$ cat config.mk
export PLATFORM = sky130hd
export DESIGN_NAME = ysyx_22040759_mem_arbiter
export DESIGN_NICKNAME = d
export VERILOG_FILES = /design/src/rtl/ysyx_22040759_mem_arbiter_pkg.sv /design/src/rtl/ysyx_22040759_arb_prio.sv /design/src/rtl/ysyx_22040759_mem_arbiter.sv
export SDC_FILE = /design/constraint.sdc
export NUM_CORES = 1
export LEC_CHECK = 0
export CAP_MARGIN = 10
export CORE_AREA = 2 2 201 203
export CTS_CLUSTER_DIAMETER = 30
export DETAILED_ROUTE_END_ITERATION = 7
export DIE_AREA = 0 0 203 205
export HOLD_SLACK_MARGIN = 0.02
export PLACE_DENSITY_LB_ADDON = 0.08
export SYNTH_ARGS = -nofsm -noshare
export SYNTH_HDL_FRONTEND = slang
export SYNTH_SLANG_ARGS = --single-unit
$ cat constraint.sdc
create_clock -name clk -period 12.8 [get_ports clk]
set_clock_uncertainty 0.05 [all_clocks]
set_input_delay 1.28 -clock clk [delete_from_list [all_inputs] [get_ports clk]]
set_output_delay 1.28 -clock clk [all_outputs]
set_load 0.01 [all_outputs]
$ cat src/rtl/ysyx_22040759_mem_arbiter_pkg.sv
// rtl/ysyx_22040759_mem_arbiter_pkg.sv - shared encodings and widths for the IF/MEM memory arbiter
package ysyx_22040759_mem_arbiter_pkg;

  localparam int ADDR_W = 64;
  localparam int DATA_W = 64;

  typedef enum logic [1:0] {
    S_IDLE  = 2'd0,
    S_ISSUE = 2'd1,
    S_WAIT  = 2'd2
  } state_t;

  typedef enum logic {
    OWN_IF = 1'b0,
    OWN_MS = 1'b1
  } owner_t;

endpackage

$ cat src/rtl/ysyx_22040759_arb_prio.sv
// rtl/ysyx_22040759_arb_prio.sv - MEM-priority winner select with IF starvation guard
module ysyx_22040759_arb_prio #(
  parameter int MAX_MEM_STREAK = 4
) (
  input  logic clk,
  input  logic rst,
  input  logic en,
  input  logic if_req,
  input  logic ms_req,
  output logic if_win,
  output logic ms_win
);

  localparam int SW = $clog2(MAX_MEM_STREAK + 1);

  logic [SW-1:0] streak;
  logic          at_limit;

  // MEM wins unless IF has waited through MAX_MEM_STREAK consecutive MEM grants
  always_comb begin
    at_limit = (streak == SW'(MAX_MEM_STREAK));
    ms_win   = en && ms_req && !(if_req && at_limit);
    if_win   = en && if_req && !ms_win;
  end

  // Count MEM grants taken while IF was waiting; any IF grant or uncontested MEM grant restarts it
  always_ff @(posedge clk or posedge rst) begin
    if (rst) begin
      streak <= '0;
    end else if (ms_win) begin
      if (!if_req)
        streak <= '0;
      else if (!at_limit)
        streak <= streak + 1'b1;
    end else if (if_win) begin
      streak <= '0;
    end
  end

endmodule

$ cat src/rtl/ysyx_22040759_mem_arbiter.sv
// rtl/ysyx_22040759_mem_arbiter.sv - single-outstanding arbiter of the shared memory port for IF and MEM
module ysyx_22040759_mem_arbiter
  import ysyx_22040759_mem_arbiter_pkg::*;
#(
  parameter int MAX_MEM_STREAK = 4,
  parameter int ADDR_W = ysyx_22040759_mem_arbiter_pkg::ADDR_W,
  parameter int DATA_W = ysyx_22040759_mem_arbiter_pkg::DATA_W
) (
  input  logic              clk,
  input  logic              rst,
  input  logic              if_req,
  input  logic [ADDR_W-1:0] if_addr,
  input  logic              if_flush,
  output logic              if_gnt,
  output logic              if_rvalid,
  output logic [31:0]       if_rdata,
  input  logic              ms_req,
  input  logic              ms_wen,
  input  logic [ADDR_W-1:0] ms_addr,
  input  logic [DATA_W-1:0] ms_wdata,
  input  logic [7:0]        ms_wstrb,
  output logic              ms_gnt,
  output logic              ms_rvalid,
  output logic [DATA_W-1:0] ms_rdata,
  output logic              mem_req_valid,
  input  logic              mem_req_ready,
  output logic              mem_wen,
  output logic [ADDR_W-1:0] mem_addr,
  output logic [DATA_W-1:0] mem_wdata,
  output logic [7:0]        mem_wstrb,
  input  logic              mem_resp_valid,
  input  logic [DATA_W-1:0] mem_rdata
);

  state_t            state, state_nxt;
  owner_t            owner;
  logic              wen_q;
  logic [ADDR_W-1:0] addr_q;
  logic [DATA_W-1:0] wdata_q;
  logic [7:0]        wstrb_q;
  logic              sel_hi_q;
  logic              discard_q;
  logic              arb_en;
  logic              if_win, ms_win;

  // Arbitration is only open in IDLE; a flush hides the fetch request for that cycle
  assign arb_en = (state == S_IDLE) && !rst;

  ysyx_22040759_arb_prio #(
    .MAX_MEM_STREAK(MAX_MEM_STREAK)
  ) u_prio (
    .clk    (clk),
    .rst    (rst),
    .en     (arb_en),
    .if_req (if_req && !if_flush),
    .ms_req (ms_req),
    .if_win (if_win),
    .ms_win (ms_win)
  );

  // FSM state register
  always_ff @(posedge clk or posedge rst) begin
    if (rst) state <= S_IDLE;
    else     state <= state_nxt;
  end

  // Next state, grants, request valid and response pulses
  always_comb begin
    state_nxt     = state;
    if_gnt        = 1'b0;
    ms_gnt        = 1'b0;
    mem_req_valid = 1'b0;
    if_rvalid     = 1'b0;
    ms_rvalid     = 1'b0;
    case (state)
      S_IDLE: begin
        if_gnt = if_win;
        ms_gnt = ms_win;
        if (if_win || ms_win) state_nxt = S_ISSUE;
      end
      S_ISSUE: begin
        mem_req_valid = 1'b1;
        if (mem_req_ready) state_nxt = S_WAIT;
      end
      S_WAIT: begin
        if (mem_resp_valid) begin
          state_nxt = S_IDLE;
          if (owner == OWN_MS) ms_rvalid = 1'b1;
          else                 if_rvalid = !discard_q && !if_flush;
        end
      end
      default: state_nxt = S_IDLE;
    endcase
  end

  // Latch the winner's request and track whether a squashed fetch must be dropped
  always_ff @(posedge clk or posedge rst) begin
    if (rst) begin
      owner     <= OWN_IF;
      wen_q     <= 1'b0;
      addr_q    <= '0;
      wdata_q   <= '0;
      wstrb_q   <= '0;
      sel_hi_q  <= 1'b0;
      discard_q <= 1'b0;
    end else begin
      if (ms_win) begin
        owner    <= OWN_MS;
        wen_q    <= ms_wen;
        addr_q   <= ms_addr;
        wdata_q  <= ms_wdata;
        wstrb_q  <= ms_wstrb;
        sel_hi_q <= 1'b0;
      end else if (if_win) begin
        owner    <= OWN_IF;
        wen_q    <= 1'b0;
        addr_q   <= if_addr;
        wdata_q  <= '0;
        wstrb_q  <= '0;
        sel_hi_q <= if_addr[2];
      end
      if (state == S_WAIT && mem_resp_valid)
        discard_q <= 1'b0;
      else if (state != S_IDLE && owner == OWN_IF && if_flush)
        discard_q <= 1'b1;
    end
  end

  // Downstream fields are only driven while the request is presented
  assign mem_wen   = mem_req_valid & wen_q;
  assign mem_addr  = mem_req_valid ? addr_q  : '0;
  assign mem_wdata = mem_req_valid ? wdata_q : '0;
  assign mem_wstrb = mem_req_valid ? wstrb_q : '0;

  assign if_rdata = !if_rvalid ? 32'd0 : (sel_hi_q ? mem_rdata[63:32] : mem_rdata[31:0]);
  assign ms_rdata = ms_rvalid ? mem_rdata : '0;

endmodule

==> impl_metrics.yaml <==
power_and_ir_drop:
  p_per_area_nw_per_um2: 152.2
  ir_worst_vdd_uv: 71.67
  p_leak_nw: 5.938
critical_path:
  critPathMaxFanout: 90
  cpPeakStageDelay_ns: 0.80
  r2r_start: "state[0]"
  reg2regPathDepth: 5
  cp_top_family: "buffers and inverters"
  path_cells: "clkdlybuf4s50_1 -> nor3_4 -> buf_4 -> o211ai_1 -> buf_4 -> inv_1 -> clkdlybuf4s50_1"
  cp-end-kind: "output port"
  crit_buf_inv: 5
  critPathSlowestCell: "buf_4"
  worst-setup-path-type: "input port to output port"
  cp.required_ns: 11.47
  r2r_slack_ns: 9.54
  crit_start: "rst"
  crit_arrival_ns: 4.03
  reg2reg_to: "addr_q[40]"
  start_kind: "input port"
flow_run:
  drv_cap: 0
yosys:
  ys.warnings.count: 0
  syn_area_um2: 8119
  yosysMostFrequentCell: "and2_1"
  synthFlopType: "dfrtp_1"
  synth_top_area_share_pct: 44.69
  synth.distinct_cells: 32
  syn_inst: 893
  synthTopCellsByCount: "and2_1, dfrtp_1, inv_1"
  synth-seq-cells: 145
  synth_area_per_cell_um2: 9.092
  synth.area.top_cells: "dfrtp_1, and2_1, a22o_1"
  synth_nets: 1167
  synth_edf_count: 0
  ys_seq_area_share_pct: 44.69
  ys_async_sr_fraction_pct: 100.0
  yosys.area.top_type: "dfrtp_1"
placed_design:
  numPortBuffers: 509
  dp_hpwl_um: 26040
  gp_congestion: 0.7844
  place_ws_ns: 7.430
timing:
  hold_violations: 0
  slew_headroom_pct: 24.05
  worst_pin_slew_ns: 1.139
  finalMaxSlewViolations: 0
  setup_slack_ns: 7.442
  rsz0062_at_grt: "no"
  finalSetupViolCount: 0
  timing.final.crit_period_ns: 5.358
  max_freq_ghz: 0.1866
  fin_crit_sh_pct: 41.86
  setup-tns-final_ns: 0
floorplanning:
  rows: 73
  io_pins: 510
  initial_utilization_pct: 20.62
  core-area_um2: 39370
  die_h_um: 205
  fp.dieArea_um2: 41620
  die_w_um: 203
run_status:
  status: "completed"
clock_tree:
  clk_latency_ns: 0.44
  cts.sinks: 145
  hold_buffers: 0
  cts_buffer_depth: 2
  post_cts_resized: 0
  cts_buffers: 17
  post-cts-setup-buffers: 0
  clock-root-buffer: "clkbuf_16"
  tritoncts: "built"
  cts.htree.levels: 4
  path_clk_slew_ns: 0.06
hold_path:
  min_to: "wstrb_q[1]"
  timing.hold.worst_path_depth: 1
  hold_path.class: "flip-flop to flip-flop"
  hp-start: "wstrb_q[1]"
route:
  wl_um: 37270
  wl_per_cell_um: 19.75
  vias_per_cell: 4.466
  vias: 8428
  drtIter0Drc: 414
  dr.pass1.iters: 4
  antenna_left: 0
  route.detailed.drc: 0
final_layout:
  drive_above_1_share_pct: 3.979
  syn_to_final_growth_pct: 76.31
  seq_area_um2: 3630
  nets: 1618
  fillers: 3996
  multi_input_area_um2: 3707
grt:
  grt_pass1_vias: 8966
  grt_start_max_net_pins: 102
  grt_usage_pct: 17.64
  grt_overflow: 0
  grt_pass1_wl_um: 55340
  antenna_found_initial: 9
## kinds of logic (layout without fill, tap and decap cells)
group	count (synthesis)	count (layout)	share of synthesized area, %
mux	32	32	3.945
other cells	0	5	0
flops	145	145	44.69
simple gates	315	315	21.41
fa+ha+maj	2	2	0.3082
compound gates	192	192	19.69
buf+inv	207	671	9.955
## how the worst max path moves through the flow
stage / end / slack (ns) / depth (start not counted)
6_report: if_gnt / 7.44 / 7
5_1_grt: if_gnt / 7.27 / 7
4_1_cts: if_gnt / 7.42 / 7
3_5_place_dp: if_gnt / 7.43 / 7
3_3_place_gp: if_gnt / 7.40 / 7
2_1_floorplan: addr_q[0] / 7.58 / 1
## report_power, final
part | internal, mW | leakage (nW) | switching, mW
Combinational | 0.473 | 3.84 | 0.395
Clock | 0.361 | 0.316 | 0.210
Sequential | 0.651 | 1.78 | 0.0895
## worst reg2reg max path, delay by kind of cell (launching register included)
| kind | cells | cell delay (ns) |
|---|---|---|
| AND/OR/NAND/NOR | 1 | 0.19 |
| flip-flops | 1 | 0.45 |
| buffers and inverters | 2 | 1.37 |
| AO/OA/AOI/OAI | 2 | 1.04 |
## layer usage
metal | vias up | GRT usage (%) | wire length (um) | share of wire [%]
met3 | 42 | 5.791 | 2638 | 7.1
li1 | 3991 | - | - | -
met2 | 327 | 31.05 | 18840 | 51
met4 | 6 | 6.361 | 796 | 2.1
met5 | - | 0 | 41 | 0.11
met1 | 4062 | 19.90 | 14950 | 40
## layout by cell type (no fill, tap or decap), drive strengths merged, types with 3 or more instances in the layout
cell / Yosys / final
a22o: 73 / 73
a31oi: 22 / 22
and2: 159 / 159
buf: 36 / 14
bufinv: 0 / 5
clkbuf: 54 / 22
clkdlybuf4s50: 0 / 508
clkinv: 0 / 3
dfrtp: 145 / 145
diode: 0 / 5
inv: 117 / 117
mux2i: 32 / 32
nand2: 24 / 24
nand4: 43 / 43
nor2: 77 / 77
o21ai: 5 / 5
o221ai: 63 / 63
o22a: 21 / 21
## area by class of cell
cell class / instances / share of cell area (%)
well taps: 525 / 4.589
clock inverters: 10 / 1.259
inverters: 117 / 3.103
diodes: 5 / 0.08740
clock buffers: 22 / 3.313
multi-input cells: 541 / 25.90
repair buffers: 522 / 36.40
flip-flops and latches: 145 / 25.36
## registers in the layout, indices dropped and copies added (netlist names), 2 cells and up
| name | count |
|---|---|
| state | 2 |
| addr_q | 64 |
| u_prio.streak | 3 |
| wdata_q | 64 |
| wstrb_q | 8 |
## metrics by stage
| stage | utilization [%] | hold WS [ns] | area [um^2] | std cells | power, mW |
|---|---|---|---|---|---|
| 3_3_place_gp | 34.60 | 0.4192 | 13620 | 1849 | 1.629 |
| 5_1_grt | 36.36 | 0.4481 | 14320 | 1887 | 2.322 |
| 6_report | 36.36 | 0.4382 | 14320 | 1887 | 2.179 |
| 2_1_floorplan | - | 0.4077 | 8119 | 893 | 1.187 |
| 3_5_place_dp | 34.60 | 0.4234 | 13620 | 1849 | 1.627 |
| 4_1_cts | 36.26 | 0.4431 | 14270 | 1881 | 2.215 |
Note: power is estimated with default switching activity, not from simulation.
